==> config.mk <==
export PLATFORM = sky130hd
export DESIGN_NAME = mux8_scan_capture
export DESIGN_NICKNAME = d
export VERILOG_FILES = /design/src/rtl/mux8_scan_capture.sv
export SDC_FILE = /design/constraint.sdc
export NUM_CORES = 1
export LEC_CHECK = 0
export BUFFER_PORTS_ARGS = -buffer_cell sky130_fd_sc_hd__buf_2
export CAP_MARGIN = 10
export CORE_MARGIN = 8
export CORE_UTILIZATION = 25
export CTS_CLUSTER_DIAMETER = 40
export CTS_CLUSTER_SIZE = 16
export DETAILED_ROUTE_END_ITERATION = 8
export HOLD_SLACK_MARGIN = 0.08
export SYNTH_ARGS = -nofsm -noshare
export SYNTH_HDL_FRONTEND = slang
export SYNTH_SLANG_ARGS = --single-unit
export TNS_END_PERCENT = 20
==> constraint.sdc <==
create_clock -name clk -period 2.35 [get_ports clk]
set_input_delay 0.1175 -clock clk [delete_from_list [all_inputs] [get_ports clk]]
set_output_delay 0.1175 -clock clk [all_outputs]
set_load 0.01 [all_outputs]
==> src/rtl/mux8_scan_capture.sv <==
// mux8_scan_capture
// Sequential scan controller for an 8:1 dataflow mux stage. It walks the mux
// select lines through channels 0..7. After each channel settles for DWELL
// cycles, it samples the mux output. The eight samples are presented as one
// parallel word on a valid/ready handshake.
//
// Ports:
//   clk      - single clock, rising-edge active
//   rst_n    - asynchronous active-low reset
//   start    - begin a scan (only looked at while idle)
//   cont     - continuous mode, latched when start is accepted
//   y_in     - mux output y
//   sel_s0   - mux select LSB   (registered copy of the channel number)
//   sel_s1   - mux select middle bit
//   sel_s2   - mux select MSB
//   data_out - captured word, bit k = y_in while channel k was selected
//   valid    - data_out holds a complete frame
//   ready    - downstream accepts the frame when valid & ready
//   busy     - high in every state except IDLE
module mux8_scan_capture #(
  parameter int DWELL = 2,
  parameter int CNT_W = 4
) (
  input  logic       clk,
  input  logic       rst_n,
  input  logic       start,
  input  logic       cont,
  input  logic       y_in,
  output logic       sel_s0,
  output logic       sel_s1,
  output logic       sel_s2,
  output logic [7:0] data_out,
  output logic       valid,
  input  logic       ready,
  output logic       busy
);

  localparam logic [1:0] S_IDLE   = 2'd0;
  localparam logic [1:0] S_SETTLE = 2'd1;
  localparam logic [1:0] S_SAMPLE = 2'd2;
  localparam logic [1:0] S_HOLD   = 2'd3;

  // The settle counter counts down to zero, so loading DWELL-1 gives
  // exactly DWELL cycles in SETTLE.
  localparam logic [CNT_W-1:0] CNT_RELOAD = CNT_W'(DWELL - 1);

  logic [1:0]       r_state;
  logic [2:0]       r_ch;
  logic [CNT_W-1:0] r_cnt;
  // Only channels 0..6 need shadow storage.
  // Channel 7 goes straight into the output word on its sample cycle.
  logic [6:0]       r_shadow;
  logic             r_cont;
  logic [7:0]       r_data;
  logic             r_valid;
  logic             r_busy;

  always_ff @(posedge clk or negedge rst_n) begin
    if (!rst_n) begin
      r_state  <= S_IDLE;
      r_ch     <= 3'd0;
      r_cnt    <= '0;
      r_shadow <= 7'd0;
      r_cont   <= 1'b0;
      r_data   <= 8'h00;
      r_valid  <= 1'b0;
      r_busy   <= 1'b0;
    end else begin
      case (r_state)
        S_IDLE: begin
          if (start) begin
            r_state <= S_SETTLE;
            r_ch    <= 3'd0;
            r_cnt   <= CNT_RELOAD;
            r_cont  <= cont;
            r_busy  <= 1'b1;
          end
        end

        S_SETTLE: begin
          if (r_cnt == '0) begin
            r_state <= S_SAMPLE;
          end else begin
            r_cnt <= r_cnt - 1'b1;
          end
        end

        S_SAMPLE: begin
          for (int k = 0; k < 7; k++) begin
            if (r_ch == 3'(k)) begin
              r_shadow[k] <= y_in;
            end
          end
          if (r_ch != 3'd7) begin
            r_ch    <= r_ch + 3'd1;
            r_cnt   <= CNT_RELOAD;
            r_state <= S_SETTLE;
          end else begin
            // The last sample bypasses the shadow.
            // The frame therefore completes on this edge.
            r_data  <= {y_in, r_shadow};
            r_valid <= 1'b1;
            r_state <= S_HOLD;
          end
        end

        S_HOLD: begin
          // In HOLD, valid is always 1, so ready alone completes the handshake.
          if (ready) begin
            r_valid <= 1'b0;
            r_ch    <= 3'd0;
            if (r_cont) begin
              r_cnt   <= CNT_RELOAD;
              r_state <= S_SETTLE;
            end else begin
              r_state <= S_IDLE;
              r_busy  <= 1'b0;
            end
          end
        end

        default: begin
          r_state <= S_IDLE;
          r_busy  <= 1'b0;
        end
      endcase
    end
  end

  assign sel_s0   = r_ch[0];
  assign sel_s1   = r_ch[1];
  assign sel_s2   = r_ch[2];
  assign data_out = r_data;
  assign valid    = r_valid;
  assign busy     = r_busy;

endmodule

* After elaboration in Yosys (flattened, before gate mapping) *
Index checks and enable logic that the tools add are counted.

word-level totals
  flip-flop bits (word level) = 27
  latch bits = 0
  RAM bits = 0
  ROM bits = 0
  input port bits = 6
  output and inout port bits = 13
  word-level logic and storage cells = 78
  memories kept = 0

cells by class
  $add $sub $neg = 2
  multipliers = 0
  divide/modulo/power cells = 0
  order comparisons = 0
  equality and inequality tests = 18
  shifts and indexed selects = 0
  mux-type cells = 23
  bitwise gates (word level) = 1
  reductions and logical operators = 20

operators by type and width
  operator                                                            number
  4-bit 2-to-1 mux                                                    5
  2-bit AND reduction                                                 9
  2-bit inequality test, second input constant                        8
  4-bit one-hot mux with 4 select lines                               1
  3-bit == test, second input constant                                3
  3-bit 2-to-1 mux                                                    3
  3-bit one-hot mux with 3 select lines                               1
  2-bit 2-to-1 mux                                                    4
  2-bit one-hot mux with 4 select lines                               1
  4-bit AND reduction                                                 2
  3-bit by 2-bit == test with 1-bit output, second input constant     2
  1-bit 2-to-1 mux                                                    6
  3-bit AND reduction                                                 2
  5-bit AND reduction                                                 1
  2-bit == test, second input constant                                2
  4-bit logical NOT                                                   1
  1-bit one-hot mux with 2 select lines                               2
  2-bit nonzero test                                                  2
  4-bit by 1-bit subtractor with 4-bit output, second input constant  1
  3-bit by 1-bit adder with 3-bit output, second input constant       1
  3-bit by 1-bit == test with 1-bit output, second input constant     1
  3-bit logical NOT                                                   1
  3-bit inequality test, second input constant                        1
  3-bit nonzero test                                                  1
  other kinds (3)                                                     3

* Logic depth before layout (Yosys ltp) *
Gate-level depths: netlist of run 1.

  word-level depth = 3
  mapped depth = 8

* Worst setup path before layout of run 1 *
No wires, ideal clock.

  path kind = register to register
  from = register r_ch[0]
  to = register r_cnt[3]
  setup time = 132 ps
  arrival time = 1612 ps
  required time = 2218 ps
  path slack = 606 ps
  stages on the path, launching flop included = 9
  path buffers = 2
  cells stage by stage = dfrtp_1 ha_1 ha_1 buf_6 nand2_4 buf_4 nand4_1 a22oi_1 o41ai_2

on the way
  cells in the longest elaborated chain, start to end = 3

ends and longest elaborated chain
  item                                    line  source
  from (decl)                             48    logic [2:0] r_ch;
  from (signal assigned)                  95    r_ch <= r_ch + 3'd1;
  3-bit inequality test                   94    if (r_ch != 3'd7) begin
  2-bit inequality test (no source line)  n/a
  5-bit AND reduction (no source line)    n/a
  to (signal assigned)                    84    r_cnt <= r_cnt - 1'b1;
  to (decl)                               49    logic [CNT_W-1:0] r_cnt;

Every way passes these cells.
A chain may end at the register's enable or synchronous reset.

* Worst setup path in the final report of run 1 *
Same ends and word-level chain as after synthesis.

==> results.sh, run 1 <==
export IMPL_outcome="complete, no violations"
export IMPL_yosys_register_bits=27
export IMPL_worstHoldStart="ready"
export IMPL_timing_fmax_ghz=0.518
export IMPL_timing_final_ws_setup_ns=0.419
export IMPL_fill_cells=593
export IMPL_grt_setup_unrepaired="false"
export IMPL_cts_max_level=1
export IMPL_residual_drc_count=0
export IMPL_regToRegStartpoint="r_ch[0]$_DFFE_PN0P_"
export IMPL_die_area_um2=8460
export IMPL_arrival_ns=2.10
export IMPL_most_common_layout_cells="27 x sky130_fd_sc_hd__dfrtp_1, 18 x sky130_fd_sc_hd__buf_2, 16 x sky130_fd_sc_hd__mux2_2"
export IMPL_number_of_antenna_violations_at_the_first_check_in_global_routing=0
export IMPL_whs_endpoint="valid$_DFFE_PN0P_"
export IMPL_drv_cap=0
export IMPL_routed_wirelength_um=2660
export IMPL_cts_sink_count=27
export IMPL_mappedNetlistNets=144
export IMPL_final_cells=218
export IMPL_final_core_util_pct=30.0
export IMPL_instance_count_after_placement_with_tap_cells_included=212
export IMPL_floorplan_die_width_um=92.0
export IMPL_relSlewSlack_pct=60.4
export IMPL_power_per_cell_area_nw_per_um2=1080
export IMPL_clk_slew_on_worst_s_h_paths_ns=0.09
export IMPL_worst_setup_path_end_kind="flip-flop"
export IMPL_die_y_um=92.0
export IMPL_worstPathMaxFanout=11
export IMPL_cts_path_max_buffers=2
export IMPL_totalNegativeSetupSlack_ns=0
export IMPL_drt_first_iter_violations=25
export IMPL_fin_crit_sh_pct=82.2
export IMPL_finalCriticalPeriod_ns=1.93
export IMPL_syn_instance_count=125
export IMPL_antenna_diode_count=0
export IMPL_place_worst_setup_slack_ns=0.430
export IMPL_grt_usage_pct=6.49
export IMPL_clk_root_buffer_cell="sky130_fd_sc_hd__clkbuf_8"
export IMPL_ir_worst_vdd_mv=0.463
export IMPL_tightestPinTransition_ns=0.594
export IMPL_synth_seq_area_share_pct=46.8
export IMPL_hold_violations=0
export IMPL_ff2ff_setup_slack_ns=0.42
export IMPL_layout_drive_gt1_share_pct=30.1
export IMPL_synthesis_yosys_warnings=0
export IMPL_detail_route_vias_per_cell=4.64
export IMPL_clk_latency_ns=0.27
export IMPL_cts_tree="yes"
export IMPL_cp_startpoint="r_ch[0]$_DFFE_PN0P_"
export IMPL_io_buffers=18
export IMPL_grt_pass1_wl_um=4670
export IMPL_cp_data_required_time_ns=2.52
export IMPL_nNetsFinal=166
export IMPL_coreArea_um2=5540
export IMPL_worst_r2r_endpoint="r_cnt[3]$_DFFE_PN0P_"
export IMPL_routed_via_count=1012
export IMPL_gp_routability_congestion=0.776
export IMPL_number_of_detailed_routing_iterations_run_before_antenna_repair=4
export IMPL_rows=27
export IMPL_reg2reg_depth=6
export IMPL_cts_buffers=3
export IMPL_slew_violations=0
export IMPL_syn_avg_cell_area_um2=11.6
export IMPL_timing_critical_path_from_type="flip-flop"
export IMPL_io_pin_count=19
export IMPL_synth_cell_types=31
export IMPL_wire_per_inst_um=12.2
export IMPL_synthesis_area_um2=1440
export IMPL_final_common_cell="sky130_fd_sc_hd__dfrtp_1"
export IMPL_static_leakage_power_nw=0.757
export IMPL_globalRoute_totalOverflow=0
export IMPL_hold_path_class="in -> reg"
export IMPL_timing_setup_critical_path_class="reg -> reg"
export IMPL_drt_antenna_violating_nets=0
export IMPL_maximum_number_of_pins_on_one_net_before_global_route_repair=28
export IMPL_timing_clock_skew_ns=0.00389
export IMPL_final_area_um2=1660
export IMPL_hpwl_um=2040
export IMPL_finalSetupViolations=0
export IMPL_initial_core_util_pct=26.1
export IMPL_first_global_vias=1047
export IMPL_area_growth_syn_to_layout_pct=15.0
export IMPL_whs_path_depth=4
export IMPL_placed_area_um2=1590
==> cell type report <==
class                   count  area [um^2]  share of cell area, %
clock buffers               3         41.3                   2.49
clock inverters             1         5.00                  0.301
inverters                   9         33.8                   2.03
multi-input cells          86          704                   42.4
flip-flops and latches     27          676                   40.7
well taps                  72         90.1                   5.43
repair buffers             20          110                   6.63
==> report_power, final <==
part / internal, mW / switching (mW) / total, mW
combinational: 0.367 / 0.438 / 0.804
sequential: 0.608 / 0.117 / 0.726
clock: 0.119 / 0.141 / 0.259
==> sequential cells by signal (all words and copies together) (netlist names) <==
name / flops
data_out: 8
r_shadow: 7
r_cnt: 4
r_ch: 3
r_state: 2
busy: 1
r_cont: 1
valid: 1
==> worst max-delay path by stage <==
stage	endpoint	slack [ns]	depth (start not counted)
floorplan	r_cnt[3]$_DFFE_PN0P_	0.61	8
global placement	r_cnt[3]$_DFFE_PN0P_	0.47	6
detailed placement	r_cnt[3]$_DFFE_PN0P_	0.43	6
CTS	r_cnt[3]$_DFFE_PN0P_	0.40	6
global route	r_cnt[3]$_DFFE_PN0P_	0.32	6
finish	r_cnt[3]$_DFFE_PN0P_	0.42	6
==> Yosys cell counts <==
library cell / n / area share, %
sky130_fd_sc_hd__o21ai_0: 9 / 3.1
sky130_fd_sc_hd__a31oi_1: 3 / 1.3
sky130_fd_sc_hd__or3_1: 1 / 0.43
sky130_fd_sc_hd__nand2_1: 10 / 2.6
sky130_fd_sc_hd__mux2_2: 16 / 12
sky130_fd_sc_hd__o31ai_1: 1 / 0.52
sky130_fd_sc_hd__nand3_1: 3 / 1.0
sky130_fd_sc_hd__a21o_1: 1 / 0.52
sky130_fd_sc_hd__nand3b_1: 1 / 0.52
sky130_fd_sc_hd__nand2b_4: 1 / 0.95
sky130_fd_sc_hd__nand2_4: 1 / 0.78
sky130_fd_sc_hd__o2bb2ai_1: 3 / 1.8
sky130_fd_sc_hd__and2_1: 2 / 0.87
sky130_fd_sc_hd__a21oi_1: 3 / 1.0
sky130_fd_sc_hd__a22o_1: 2 / 1.2
sky130_fd_sc_hd__nor2b_1: 1 / 0.43
sky130_fd_sc_hd__nor2_1: 3 / 0.78
sky130_fd_sc_hd__buf_4: 1 / 0.52
sky130_fd_sc_hd__dfrtp_1: 27 / 47
sky130_fd_sc_hd__o31a_1: 1 / 0.61
sky130_fd_sc_hd__inv_1: 9 / 2.3
sky130_fd_sc_hd__or2_2: 1 / 0.43
sky130_fd_sc_hd__o41ai_2: 1 / 1.1
sky130_fd_sc_hd__and4_4: 1 / 0.78
sky130_fd_sc_hd__buf_6: 2 / 1.6
sky130_fd_sc_hd__nand2b_1: 3 / 1.3
sky130_fd_sc_hd__o21a_1: 1 / 0.52
sky130_fd_sc_hd__o31ai_2: 1 / 0.87
sky130_fd_sc_hd__nand4_1: 1 / 0.43
sky130_fd_sc_hd__a22oi_1: 2 / 1.0
sky130_fd_sc_hd__ha_1: 13 / 11
==> metrics by stage <==
step / power (mW) / hold slack, ns
floorplan: 1.34 / -0.178
global placement: 1.53 / 0.162
detailed placement: 1.54 / 0.168
CTS: 1.81 / 0.161
global route: 1.95 / 0.190
finish: 1.79 / 0.176
==> metal layers <==
metal | GRT usage, % | part of all wire [%]
met5 | 0 | 0
met4 | 2.42 | 0.98
met3 | 1.30 | 2.6
met2 | 10.6 | 47
met1 | 8.22 | 49
==> logic make-up (layout without fill, tap and decap cells) <==
group / Yosys count / after routing / share of synthesized area, %
and+or+nand+nor: 29 / 29 / 11.4
AOI/OAI and AO/OA: 28 / 28 / 13.7
DFF: 27 / 27 / 46.8
muxes: 16 / 16 / 12.5
adders and majority gates: 13 / 13 / 11.3
buffers and inverters: 12 / 33 / 4.42
==> what timing repair did <==
item                      4_1_cts  5_1_grt
hold endpoints to repair       28        0
hold buffers                    2        0
resized for setup               0        0
buffers inserted                0        0
==> worst max-delay path, stage by stage, from the launching register on <==
cell and delay, ns:
sky130_fd_sc_hd__dfrtp_1 0.45, sky130_fd_sc_hd__ha_1 0.25, sky130_fd_sc_hd__ha_1 0.30, sky130_fd_sc_hd__nand2_4 0.20, sky130_fd_sc_hd__and4_4 0.25, sky130_fd_sc_hd__o31ai_2 0.09
sky130_fd_sc_hd__o41ai_2 0.28
(Power assumes the default switching activity.)
==> run 2, diff against run 1 <==
clock period = 1.9 ns   (was 2.35 ns; I/O delays follow)
==> run 2 against run 1 <==
Against the previous run: utilization grew 0.63 points; combinational power is 29% higher; clock skew about the same; sequential cell count unchanged; sequential power increased by 21%; via count is 5.0% lower; cell area increased by 2.1%; sequential share of layout area shrank 0.84 points; register-to-register slack got worse by 0.23 ns; hold slack got worse by 0.015 ns; largest power group unchanged.
==> results.sh, run 2 (same netlist as run 1, synthesis figures left out) <==
export IMPL_floorplan_die_width_um=92.0
export IMPL_timing_final_ws_setup_ns=0.194
export IMPL_final_common_cell="sky130_fd_sc_hd__dfrtp_1"
export IMPL_nNetsFinal=170
export IMPL_most_common_layout_cells="27 x sky130_fd_sc_hd__dfrtp_1, 18 x sky130_fd_sc_hd__buf_2, 16 x sky130_fd_sc_hd__mux2_2"
export IMPL_final_core_util_pct=30.6
export IMPL_worst_setup_path_end_kind="flip-flop"
export IMPL_gr_max_usage_layer="met2"
export IMPL_worstPathMaxFanout=6
export IMPL_groute_layer_met1_usage_pct=8.77
export IMPL_cts_tree="yes"
export IMPL_outcome="complete, no violations"
export IMPL_fin_crit_sh_pct=89.8
export IMPL_worstHoldStart="y_in"
export IMPL_static_leakage_power_nw=0.772
export IMPL_whs_path_depth=2
export IMPL_area_growth_syn_to_layout_pct=17.4
export IMPL_cp_data_required_time_ns=2.06
export IMPL_largest_register_ffs=8
export IMPL_drt_antenna_violating_nets=0
export IMPL_cts_sink_count=27
export IMPL_relSlewSlack_pct=60.2
export IMPL_residual_drc_count=0
export IMPL_ir_worst_vdd_mv=0.671
export IMPL_reg2reg_depth=6
export IMPL_grtUsageMet2_pct=10.6
export IMPL_routed_wirelength_um=2690
export IMPL_wire_per_inst_um=12.1
export IMPL_drt_first_iter_violations=11
export IMPL_rows=27
export IMPL_tightestPinTransition_ns=0.597
export IMPL_grt_pass1_wl_um=4770
export IMPL_worst_r2r_endpoint="r_ch[0]$_DFFE_PN0P_"
export IMPL_hold_violations=0
export IMPL_antenna_diode_count=0
export IMPL_io_pin_count=19
export IMPL_slew_violations=0
export IMPL_grt_use_met3_pct=0.978
export IMPL_cts_max_level=1
export IMPL_detail_route_vias_per_cell=4.33
export IMPL_io_buffers=18
export IMPL_post_cts_setup_buffer_count=0
export IMPL_layout_drive_gt1_share_pct=32.7
export IMPL_regToRegStartpoint="r_state[1]$_DFFE_PN0P_"
export IMPL_timing_fmax_ghz=0.586
export IMPL_timing_critical_path_from_type="flip-flop"
export IMPL_gp_routability_congestion=0.830
export IMPL_cts_buffers=3
export IMPL_die_y_um=92.0
export IMPL_maximum_number_of_pins_on_one_net_before_global_route_repair=28
export IMPL_clk_slew_on_worst_s_h_paths_ns=0.09
export IMPL_cts_path_max_buffers=2
export IMPL_first_global_vias=1019
export IMPL_die_area_um2=8460
export IMPL_coreArea_um2=5540
export IMPL_finalSetupViolations=0
export IMPL_totalNegativeSetupSlack_ns=0
export IMPL_grt_setup_unrepaired="false"
export IMPL_power_per_cell_area_nw_per_um2=1330
export IMPL_drv_cap=0
export IMPL_whs_endpoint="r_shadow[3]$_DFFE_PN0P_"
export IMPL_number_of_detailed_routing_iterations_run_before_antenna_repair=3
export IMPL_clk_latency_ns=0.27
export IMPL_hold_path_class="in -> reg"
export IMPL_timing_clock_skew_ns=0.00373
export IMPL_timing_setup_critical_path_class="reg -> reg"
export IMPL_arrival_ns=1.87
export IMPL_finalCriticalPeriod_ns=1.71
export IMPL_globalRoute_totalOverflow=0
export IMPL_number_of_antenna_violations_at_the_first_check_in_global_routing=0
export IMPL_initial_core_util_pct=26.1
export IMPL_routed_via_count=961
export IMPL_grt_usage_pct=6.77
export IMPL_ff2ff_setup_slack_ns=0.19
export IMPL_place_worst_setup_slack_ns=0.133
export IMPL_clk_root_buffer_cell="sky130_fd_sc_hd__clkbuf_8"
export IMPL_hpwl_um=2090
-- run 2: cell types whose count changed in the layout (fill, tap and decap cells not counted) --
cell and change:
sky130_fd_sc_hd__ha_2 +1, sky130_fd_sc_hd__clkinv_2 -1, sky130_fd_sc_hd__buf_4 +4, sky130_fd_sc_hd__clkinvlp_4 +1
sky130_fd_sc_hd__ha_1 -1
-- run 2: critical path, cell delays in order, from the launching register on --
cell and delay [ns]:
sky130_fd_sc_hd__dfrtp_1 0.46, sky130_fd_sc_hd__inv_1 0.12, sky130_fd_sc_hd__ha_1 0.23, sky130_fd_sc_hd__nand2b_1 0.14
sky130_fd_sc_hd__nand2_1 0.17, sky130_fd_sc_hd__a21o_1 0.23, sky130_fd_sc_hd__a22o_1 0.24
-- run 2: through the flow --
step / area, um^2 / hold slack [ns] / instances / total power [mW]
after global routing: 1700 / 0.162 / 222 / 2.45
after CTS: 1690 / 0.159 / 222 / 2.29
after detailed placement: 1620 / 0.147 / 216 / 1.93
after floorplan: 1440 / -0.201 / 125 / 1.66
final: 1700 / 0.162 / 222 / 2.25
after global placement: 1620 / 0.141 / 216 / 1.92
-- run 2: worst max-delay path by stage --
stage | startpoint | to | slack, ns | cells after the start
global placement | r_state[0]$_DFFE_PN0P_ | r_shadow[2]$_DFFE_PN0P_ | 0.20 | 6
CTS | r_state[0]$_DFFE_PN0P_ | r_shadow[1]$_DFFE_PN0P_ | 0.11 | 6
detailed placement | r_state[0]$_DFFE_PN0P_ | r_shadow[1]$_DFFE_PN0P_ | 0.13 | 6
global route | r_state[0]$_DFFE_PN0P_ | r_shadow[1]$_DFFE_PN0P_ | 0.05 | 6
floorplan | r_ch[0]$_DFFE_PN0P_ | r_cnt[3]$_DFFE_PN0P_ | 0.16 | 8
finish | r_state[1]$_DFFE_PN0P_ | r_ch[0]$_DFFE_PN0P_ | 0.19 | 6
-- run 2: final cells by class --
class | instances | area, um^2
Fill cell | 583 | 3840
Multi-Input combinational cell | 86 | 707
Sequential cell | 27 | 676
Timing Repair Buffer | 24 | 140
Tap cell | 72 | 90.1
Clock buffer | 3 | 41.3
Inverter | 9 | 33.8
Clock inverter | 1 | 7.51
-- run 2: power by group --
group          internal, mW  switching [mW]
registers             0.753           0.130
logic                 0.478           0.563
clock network         0.149           0.181
total                  1.38           0.874
-- run 2: repair_timing --
action	4_1_cts	5_1_grt
resized for setup	0	1
hold buffers	2	0
setup endpoints to repair	0	3
endpoints found under the hold margin	28	0
-- run 2: routing by layer --
layer  vias to the layer above  wire length [um]  part of all wire (%)
met3                         4                35                   1.3
met1                       453              1400                    52
met4                         0                43                   1.6
li1                        492                 -                     -
met5                         -                 0                     0
met2                        12              1210                    45
